[src/rtl/opseq_pkg.sv]
// Shared state encoding and default sizing for the operand sequencer slice.
package opseq_pkg;

  localparam int unsigned DEF_DATA_W      = 16;
  localparam int unsigned DEF_RES_W       = 32;
  localparam int unsigned DEF_DEPTH       = 4;
  localparam int unsigned DEF_TIMEOUT_CYC = 1024;

  typedef enum logic [1:0] {
    ST_IDLE  = 2'd0,
    ST_ISSUE = 2'd1,
    ST_WAIT  = 2'd2,
    ST_HOLD  = 2'd3
  } opseq_state_t;

endpackage

[src/rtl/opseq_if.sv]
// Operand input stream, core start/done link and result output stream.
interface opseq_if
  import opseq_pkg::*;
#(
  parameter int unsigned DATA_W = DEF_DATA_W,
  parameter int unsigned RES_W  = DEF_RES_W
) ();

  logic              in_valid;
  logic              in_ready;
  logic [DATA_W-1:0] in_a;
  logic [DATA_W-1:0] in_b;
  logic              start;
  logic [DATA_W-1:0] op_a;
  logic [DATA_W-1:0] op_b;
  logic              done;
  logic [RES_W-1:0]  result;
  logic              res_valid;
  logic              res_ready;
  logic [RES_W-1:0]  res_data;

  modport slave (
    input  in_valid, in_a, in_b, done, result, res_ready,
    output in_ready, start, op_a, op_b, res_valid, res_data
  );

  modport master (
    output in_valid, in_a, in_b, done, result, res_ready,
    input  in_ready, start, op_a, op_b, res_valid, res_data
  );

endinterface

[src/rtl/opseq_fifo.sv]
// Synchronous FIFO holding packed operand pairs; pointers wrap modulo DEPTH.
module opseq_fifo #(
  parameter int unsigned WIDTH = 32,
  parameter int unsigned DEPTH = 4
) (
  input  logic                     clk,
  input  logic                     rst,
  input  logic                     push,
  input  logic                     pop,
  input  logic [WIDTH-1:0]         wdata,
  output logic [WIDTH-1:0]         rdata,
  output logic                     full,
  output logic                     empty,
  output logic [$clog2(DEPTH):0]   count
);

  localparam int unsigned PW = $clog2(DEPTH);
  localparam int unsigned CW = PW + 1;

  logic [WIDTH-1:0] mem [DEPTH];
  logic [PW-1:0]    wr_ptr;
  logic [PW-1:0]    rd_ptr;
  logic             do_push;
  logic             do_pop;

  assign full    = (count == CW'(DEPTH));
  assign empty   = (count == '0);
  assign do_push = push && !full;
  assign do_pop  = pop && !empty;
  assign rdata   = mem[rd_ptr];

  always_ff @(posedge clk) begin
    if (do_push) mem[wr_ptr] <= wdata;
  end

  always_ff @(posedge clk) begin
    if (rst) begin
      wr_ptr <= '0;
      rd_ptr <= '0;
      count  <= '0;
    end else begin
      if (do_push) wr_ptr <= wr_ptr + PW'(1);
      if (do_pop)  rd_ptr <= rd_ptr + PW'(1);
      case ({do_push, do_pop})
        2'b10:   count <= count + CW'(1);
        2'b01:   count <= count - CW'(1);
        default: count <= count;
      endcase
    end
  end

endmodule

[src/rtl/operand_sequencer.sv]
// Queues operand pairs and drives the core through one clean start/done cycle each.
// Optional WAIT-state watchdog enabled by defining OPSEQ_TIMEOUT_EN.
module operand_sequencer
  import opseq_pkg::*;
#(
  parameter int unsigned DATA_W      = DEF_DATA_W,
  parameter int unsigned RES_W       = DEF_RES_W,
  parameter int unsigned DEPTH       = DEF_DEPTH,
  parameter int unsigned TIMEOUT_CYC = DEF_TIMEOUT_CYC
) (
  input  logic                   clk,
  input  logic                   rst,
  opseq_if.slave                 bus,
  output logic                   busy,
  output logic [$clog2(DEPTH):0] fifo_count,
  output logic                   err
);

  opseq_state_t state, state_n;

  logic [DATA_W-1:0]   op_a_q, op_b_q;
  logic [RES_W-1:0]    res_q;
  logic [2*DATA_W-1:0] fifo_rdata;
  logic                fifo_full, fifo_empty;
  logic                push, pop, cap_res, wd_expired, timeout;

  assign push         = bus.in_valid && !fifo_full;
  assign bus.in_ready = !fifo_full;

  opseq_fifo #(
    .WIDTH (2 * DATA_W),
    .DEPTH (DEPTH)
  ) u_fifo (
    .clk   (clk),
    .rst   (rst),
    .push  (push),
    .pop   (pop),
    .wdata ({bus.in_a, bus.in_b}),
    .rdata (fifo_rdata),
    .full  (fifo_full),
    .empty (fifo_empty),
    .count (fifo_count)
  );

  always_comb begin
    state_n = state;
    pop     = 1'b0;
    cap_res = 1'b0;
    timeout = 1'b0;
    case (state)
      ST_IDLE: begin
        if (!fifo_empty) begin
          pop     = 1'b1;
          state_n = ST_ISSUE;
        end
      end
      ST_ISSUE: state_n = ST_WAIT;
      ST_WAIT: begin
        // done only counts here; pulses in any other state are dropped
        if (bus.done) begin
          cap_res = 1'b1;
          state_n = ST_HOLD;
        end else if (wd_expired) begin
          timeout = 1'b1;
          state_n = ST_HOLD;
        end
      end
      ST_HOLD: begin
        if (bus.res_ready) state_n = ST_IDLE;
      end
    endcase
  end

  always_ff @(posedge clk) begin
    if (rst) begin
      state  <= ST_IDLE;
      op_a_q <= '0;
      op_b_q <= '0;
      res_q  <= '0;
    end else begin
      state <= state_n;
      if (pop) begin
        op_a_q <= fifo_rdata[2*DATA_W-1:DATA_W];
        op_b_q <= fifo_rdata[DATA_W-1:0];
      end
      if (cap_res)      res_q <= bus.result;
      else if (timeout) res_q <= '0;
    end
  end

`ifdef OPSEQ_TIMEOUT_EN
  localparam int unsigned WDW = $clog2(TIMEOUT_CYC + 1);

  logic [WDW-1:0] wd_cnt;
  logic           err_q;

  // Held at zero outside WAIT, so every WAIT entry starts a fresh count.
  always_ff @(posedge clk) begin
    if (rst) begin
      wd_cnt <= '0;
      err_q  <= 1'b0;
    end else begin
      if (state != ST_WAIT) wd_cnt <= '0;
      else                  wd_cnt <= wd_cnt + WDW'(1);
      if (timeout) err_q <= 1'b1;
    end
  end

  assign wd_expired = (state == ST_WAIT) && (wd_cnt == WDW'(TIMEOUT_CYC - 1));
  assign err        = err_q;
`else
  logic unused_timeout_cfg;
  assign unused_timeout_cfg = ^TIMEOUT_CYC;
  assign wd_expired         = 1'b0;
  assign err                = 1'b0;
`endif

  assign bus.start     = (state == ST_ISSUE);
  assign bus.res_valid = (state == ST_HOLD);
  assign bus.op_a      = op_a_q;
  assign bus.op_b      = op_b_q;
  assign bus.res_data  = res_q;
  assign busy          = (state != ST_IDLE);

endmodule
[src/flat_wrapper.sv]
// flat-port wrapper written by rule: the top's interface ports become plain ports
module operand_sequencer_flat import opseq_pkg::*;
#(
  parameter int unsigned DATA_W      = DEF_DATA_W,
  parameter int unsigned RES_W       = DEF_RES_W,
  parameter int unsigned DEPTH       = DEF_DEPTH,
  parameter int unsigned TIMEOUT_CYC = DEF_TIMEOUT_CYC
)
  (clk, rst, busy, fifo_count, err, bus_in_valid, bus_in_a, bus_in_b, bus_done, bus_result, bus_res_ready, bus_in_ready, bus_start, bus_op_a, bus_op_b, bus_res_valid, bus_res_data);
  opseq_if #(.DATA_W(DATA_W), .RES_W(RES_W)) bus_i ();
  input  logic clk;
  input  logic rst;
  output logic busy;
  output logic [$clog2(DEPTH):0] fifo_count;
  output logic err;
  input wire logic [$bits(bus_i.in_valid)-1:0] bus_in_valid;
  input wire logic [$bits(bus_i.in_a)-1:0] bus_in_a;
  input wire logic [$bits(bus_i.in_b)-1:0] bus_in_b;
  input wire logic [$bits(bus_i.done)-1:0] bus_done;
  input wire logic [$bits(bus_i.result)-1:0] bus_result;
  input wire logic [$bits(bus_i.res_ready)-1:0] bus_res_ready;
  output wire logic [$bits(bus_i.in_ready)-1:0] bus_in_ready;
  output wire logic [$bits(bus_i.start)-1:0] bus_start;
  output wire logic [$bits(bus_i.op_a)-1:0] bus_op_a;
  output wire logic [$bits(bus_i.op_b)-1:0] bus_op_b;
  output wire logic [$bits(bus_i.res_valid)-1:0] bus_res_valid;
  output wire logic [$bits(bus_i.res_data)-1:0] bus_res_data;
  assign bus_i.in_valid = bus_in_valid;
  assign bus_i.in_a = bus_in_a;
  assign bus_i.in_b = bus_in_b;
  assign bus_i.done = bus_done;
  assign bus_i.result = bus_result;
  assign bus_i.res_ready = bus_res_ready;
  assign bus_in_ready = bus_i.in_ready;
  assign bus_start = bus_i.start;
  assign bus_op_a = bus_i.op_a;
  assign bus_op_b = bus_i.op_b;
  assign bus_res_valid = bus_i.res_valid;
  assign bus_res_data = bus_i.res_data;
  operand_sequencer #(.DATA_W(DATA_W), .RES_W(RES_W), .DEPTH(DEPTH), .TIMEOUT_CYC(TIMEOUT_CYC)) u_core (.clk(clk), .rst(rst), .bus(bus_i), .busy(busy), .fifo_count(fifo_count), .err(err));
endmodule
[config.mk]
export PLATFORM = sky130hd
export DESIGN_NAME = operand_sequencer_flat
export DESIGN_NICKNAME = d
export VERILOG_FILES = /design/src/rtl/opseq_pkg.sv /design/src/rtl/opseq_if.sv /design/src/rtl/opseq_fifo.sv /design/src/rtl/operand_sequencer.sv /design/src/flat_wrapper.sv
export SDC_FILE = /design/constraint.sdc
export NUM_CORES = 1
export LEC_CHECK = 0
export ABC_AREA = 1
export CAP_MARGIN = 25
export CORE_AREA = 8 8 177 179
export DETAILED_ROUTE_END_ITERATION = 10
export DIE_AREA = 0 0 185 187
export PLACE_DENSITY = 0.47
export SLEW_MARGIN = 5
export SYNTH_ARGS = -nofsm -noshare
export SYNTH_HDL_FRONTEND = slang
export SYNTH_SLANG_ARGS = --single-unit
export TNS_END_PERCENT = 20
[constraint.sdc]
create_clock -name clk -period 3.3 [get_ports clk]
set_clock_uncertainty 0.15 [all_clocks]
set_input_delay 0.66 -clock clk [delete_from_list [all_inputs] [get_ports clk]]
set_output_delay 0.66 -clock clk [all_outputs]
set_load 0.005 [all_outputs]
==> results.md, run 1 <==
* Synth Area in Adders at 0.0158
* Routed len/inst at 14.1 um
* RSZ-0062 raised after global routing: no
* Status: finished clean
* Measured slew at the worst slew-check pin at 0.761 ns
* Layout area overhead at 29.9%
* Final WL at 20700 um
* Antenna violations before repair at 0
* CP arrival at around 1.9 ns
* Final Hold Fails at 0
* Ant. Diodes at 0
* Vias in the first global route at 6005
* CTS H-tree lvls at 1
* Distinct cell type count after synthesis at 19
* Port Buffers at 139
* Max-slew violation count at 0
* YS warnings at 0
* Yosys top cell area share at 0.457
* Most frequent cells in the layout: nand2_1, inv_1, clkdlybuf4s50_1, nor2_1, edfxtp_1
* Layout cells sized above 1 at 0.0577
* Clock tree sinks at 201
* Pre-Repair DR Iteration Count at 4
* Worst Hold Class: flip-flop to flip-flop
* Grt total ovfl at 0
* Post-CTS sizing at 0
* Main combinational cell family by area after synthesis: simple AND/OR/NAND/NOR gates
* Postcts setup bufs at 0
* I/O pin count at 141
* Final period util at 0.806
* Compound-Gate Fraction of Synth Area at 0.0250
* First-iteration detailed-routing DRC count at 340
* Root Driver: clkbuf_16
* Final Critical Period at around 2.7 ns
* Synth top area cells: edfxtp_1, dfxtp_1, nand2_1
* Die X at about 190 um
* HPWL Detailed at 13100 um
* Largest net degree at the start of global routing at 67
* MaxCap Viol Count at 0
* ANT nets after route at 0
* Core Area at approximately 28000 um^2
* RD Place Congestion at 0.720
* CP max FO at 5
* Die H at 187 um
* First-pass GRT wire length at 32900 um
* Global-route usage over all layers at 0.118
* Syn_nets at 1014
* Syn_area_per_cell at 8.99 um^2
* Synth Area in XOR/XNOR at 0
* Syn Std Cell Area at about 8400 um^2
* P_leak at 0.00473 uW
* DRC Markers at 0
* Worst Setup End Kind: primary output
* Leading cell type in the layout, fill and taps excluded: nand2_1
* Hold Buf Count CTS at 0
* Cells after synthesis at 935
* Final Cell Area at approximately 11000 um^2
* CTS Buf Count at 24
* Worst EP required at 2.49 ns
* VDD IR max at 436 uV
* Vias per inst at 4.09
* Final net count at 1153
* # setup viols final at 0
* Fmax at 376 MHz
* Mux cell area share after synthesis at 0
* Clock transition at the registers of the reported paths at approximately 0.060 ns
* Initial Util at 0.296
* Post-synth top area cell: edfxtp_1
* Slew margin rel. at 0.492
* Bufs on Longest Clock Path at 3
* Simple-gate share of the synthesized area at 0.214
* DP Area at 10200 um^2
* CTS tree: yes
* Setup TNS at 0 ns
* Setup Crit Path Kind: flip-flop to primary output
* Worst-Skew Late Latency at 0.52 ns
* Sequential area share after synthesis at 0.631
* Post-synthesis register bit count at 201
* Via count at 6035
* Crit start category: flip-flop
* Pwr/cell area at around 790 nW/um^2
* DIE AREA at 34600 um^2
* Num rows at 62
-- power breakdown --
group,internal [uW],switching (uW)
clock,1450,1030
sequential,3110,180
combinational,1200,1700
total,5770,2910
-- path summary, 6_finish.rpt --
check / start / end / slack [ns] / cells after the start
setup / recovery: u_core.state[1] / busy / 0.64 / 4
hold / removal: u_core.bus.res_data[3] / u_core.bus.res_data[3] / 0.33 / 2
setup reg to reg: u_core.u_fifo.count[0] / u_core.u_fifo.count[2] / 1.21 / 13
hold reg to reg: u_core.bus.res_data[3] / u_core.bus.res_data[3] / 0.33 / 2
-- cells by family (layout without fill, tap and decap cells) --
| kind of cell | after synthesis | in the layout |
|---|---|---|
| buffers and inverters | 226 | 383 |
| adders and majority gates | 10 | 10 |
| AOI/OAI and AO/OA | 42 | 42 |
| other | 1 | 1 |
| DFF | 201 | 201 |
| and+or+nand+nor | 455 | 455 |
-- layer usage --
| metal | vias up | track usage | routed length (um) |
|---|---|---|---|
| met3 | 29 | 0.0254 | 1340 |
| met2 | 148 | 0.191 | 9150 |
| met5 | - | 0 | 0 |
| li1 | 3131 | - | - |
| met4 | 0 | 0.0305 | 411 |
| met1 | 2727 | 0.158 | 9850 |
-- flip-flops by register name (all words and copies together), names as in the netlist --
register	flops
u_core.state	2
u_core.u_fifo.mem	128
u_core.bus.res_data	32
u_core.u_fifo.count	3
u_core.u_fifo.wr_ptr	2
u_core.u_fifo.rd_ptr	2
u_core.bus.op_a	16
u_core.bus.op_b	16
-- through the flow --
step | setup WS (ns) | power, uW | std cells | util | hold WS [ns]
floorplan | 0.563 | 5220 | 935 | - | 0.318
global placement | 0.700 | 6320 | 1432 | 0.359 | 0.312
detailed placement | 0.702 | 6340 | 1432 | 0.359 | 0.323
CTS | 0.604 | 8870 | 1476 | 0.385 | 0.337
global route | 0.528 | 9380 | 1476 | 0.385 | 0.356
finish | 0.640 | 8680 | 1476 | 0.385 | 0.330
-- worst max-delay path, cell delays in order (launching register included) --
cell	delay [ns]
dfxtp_1	0.39
inv_1	0.08
ha_1	0.27
inv_1	0.08
clkdlybuf4s50_1	0.52
-- Yosys cell counts (all sizes together) --
| cell | number |
|---|---|
| a21oi | 7 |
| buf | 29 |
| clkbuf | 13 |
| conb | 1 |
| dfxtp | 73 |
| edfxtp | 128 |
| fa | 1 |
| ha | 9 |
| inv | 184 |
| nand2 | 246 |
| nand3 | 70 |
| nor2 | 139 |
| o21ai | 35 |
-- cell type report --
class,count,area [um^2]
Tap cell,384,480
Sequential cell,201,5310
Clock buffer,34,648
Timing Repair Buffer,155,1520
Clock inverter,10,92.6
Inverter,184,691
Multi-Input combinational cell,508,2180
Fill cell,2913,17500
(Power assumes the default switching activity.)
==> inputs of run 2 (changes only) <==
--- a/config.mk
+++ b/config.mk
@@ -10,7 +10,7 @@
 export CORE_AREA = 8 8 177 179
 export DETAILED_ROUTE_END_ITERATION = 10
 export DIE_AREA = 0 0 185 187
-export PLACE_DENSITY = 0.47
+export PLACE_DENSITY = 0.48
 export SLEW_MARGIN = 5
 export SYNTH_ARGS = -nofsm -noshare
 export SYNTH_HDL_FRONTEND = slang
==> constraint.sdc (replaced) <==
create_clock -name clk -period 2.35 [get_ports clk]
set_clock_uncertainty 0.15 [all_clocks]
set_input_delay 0.47 -clock clk [delete_from_list [all_inputs] [get_ports clk]]
set_output_delay 0.47 -clock clk [all_outputs]
set_load 0.005 [all_outputs]
==> run 2 against run 1 <==
Net effect: setup slack worse by 0.53 ns; critical path depth is 1 lower; highest routed layer unchanged; largest cell class unchanged; first-iteration DRC count is 43% lower; sequential cell count stayed put.
==> results.md, run 2 (synthesized netlist as in run 1, its figures left out) <==
* DP Area at 10300 um^2 (was 10200 um^2)
* Hold Startpoint: u_core.bus.res_data[25] (was u_core.bus.res_data[3])
* Setup Crit Path Kind: flip-flop to primary output (unchanged)
* First-pass GRT wire length at 32400 um (was 32900 um)
* Bufs on Longest Clock Path at 3 (unchanged)
* Final period util at 0.952
* Crit start category: flip-flop (unchanged)
* Worst-Skew Late Latency at 0.51 ns (was 0.52 ns)
* Die X at 185 um (unchanged)
* Most frequent cells in the layout: nand2_1, inv_1, clkdlybuf4s50_1, nor2_1, edfxtp_1 (unchanged)
* Clock tree sinks at 201 (unchanged)
* Vias in the first global route at 5963 (was 6005)
* Max reg flops at 128 (unchanged)
* Register name with the most flops: u_core.u_fifo.mem (unchanged)
* Largest net degree at the start of global routing at 71 (was 67)
* Pre-Repair DR Iteration Count at 5 (was 4)
* Placed insts at 1435 (was 1432)
* CTS H-tree lvls at 1 (unchanged)
* Num rows at 62 (unchanged)
* Fmax at 447 MHz
* Final Critical Period at 2.24 ns
* HPWL Detailed at 13000 um (was 13100 um)
* Initial Util at 0.296 (unchanged)
* # setup viols final at 0 (unchanged)
* Layout area overhead at 32.2% (was 29.9%)
* Ant. Diodes at 0 (unchanged)
* Layout cells sized above 1 at 0.0712 (was 0.0577)
* ANT nets after route at 0 (unchanged)
* Worst EP required at 1.73 ns (was 2.49 ns)
* Port Buffers at 139 (unchanged)
* P_leak at 0.00483 uW (was 0.00473 uW)
* Max-slew violation count at 0 (unchanged)
* CTS Buf Count at 24 (unchanged)
* Grt total ovfl at 0 (unchanged)
* CP arrival at 1.62 ns (was 1.85 ns)
* MaxCap Viol Count at 0 (unchanged)
* First-iteration detailed-routing DRC count at 193 (was 340)
* CTS tree: yes (unchanged)
* Final Cell Area at 11100 um^2 (was 10900 um^2)
* Via count at 6067 (was 6035)
* Setup TNS at 0 ns (unchanged)
* Non-filler cells, final at 1479 (was 1476)
* VDD IR max at 638 uV (was 436 uV)
* Final net count at 1156 (was 1153)
* Final Hold Fails at 0 (unchanged)
* DRC Markers at 0 (unchanged)
* Final WL at 20500 um (was 20700 um)
* RSZ-0062 raised after global routing: no (unchanged)
* CP max FO at 4 (was 5)
* Postcts setup bufs at 0 (unchanged)
* RD Place Congestion at 0.743 (was 0.720)
* Clock transition at the registers of the reported paths at 0.05 ns (was 0.06 ns)
* Core Area at 28400 um^2 (unchanged)
* I/O pin count at 141 (unchanged)
* Root Driver: clkbuf_16 (unchanged)
* Pwr Total at 12500 uW (was 8680 uW)
* Worst Hold Class: flip-flop to flip-flop (unchanged)
* Critical Path Start: u_core.state[1] (unchanged)
* DIE AREA at 34600 um^2 (unchanged)
* Global-route usage over all layers at 0.116 (was 0.118)
* Worst flop-to-flop path startpoint: u_core.u_fifo.count[0] (unchanged)
* Routed len/inst at 13.8 um (was 14.1 um)
* Vias per inst at 4.10 (was 4.09)
* Antenna violations before repair at 0 (unchanged)
* Worst Setup End Kind: primary output (unchanged)
* Pwr/cell area at 1130 nW/um^2 (was 795 nW/um^2)
* Fin util at 0.392 (was 0.385)
* Slew margin rel. at 0.512 (was 0.492)
* Measured slew at the worst slew-check pin at 0.732 ns (was 0.761 ns)
* Leading cell type in the layout, fill and taps excluded: nand2_1 (unchanged)
* Die H at 187 um (unchanged)
* Status: finished clean (unchanged)
run 2: metal layers:
metal,vias to the layer above,GRT usage,routed length [um]
met5,-,0,0
met4,0,0.0271,323
met3,25,0.0287,1300
met2,142,0.191,9080
met1,2760,0.152,9780
li1,3140,-,-
run 2: power by group:
group | switching (uW) | total (uW) | internal (uW)
Sequential | 254 | 4630 | 4370
Clock | 1440 | 3690 | 2250
Combinational | 2410 | 4200 | 1790
Total | 4110 | 12500 | 8410
run 2: area by class of cell:
type,instances,area (um^2)
clock buffer,34,719
clock inverter,10,90.1
fill,2868,17300
inverter,184,691
multi-input combinational,508,2190
sequential,201,5310
tap,384,480
timing repair buffer,158,1640
run 2: timing repair:
item	in CTS	in global routing
hold buffers	0	0
gates resized for setup	5	2
endpoints found under the setup margin	2	1
run 2: path summary, 6_finish.rpt:
kind / to / slack (ns) / depth (start not counted)
setup reg to reg: u_core.u_fifo.count[2] / 0.43 / 12
setup / recovery: bus_start / 0.11 / 3
hold reg to reg: u_core.bus.res_data[25] / 0.33 / 2
hold / removal: u_core.bus.res_data[25] / 0.33 / 2
run 2: through the flow:
stage | setup slack, ns | hold slack (ns)
2_1_floorplan | -0.289 | 0.318
3_3_place_gp | 0.138 | 0.311
3_5_place_dp | 0.134 | 0.320
4_1_cts | 0.00563 | 0.334
5_1_grt | 0.0247 | 0.350
6_report | 0.113 | 0.326
run 2: worst max-delay path, cell delays in order, from the launching register on:
cell,delay (ns)
dfxtp_2,0.33
inv_1,0.11
ha_1,0.15
clkdlybuf4s50_1,0.52
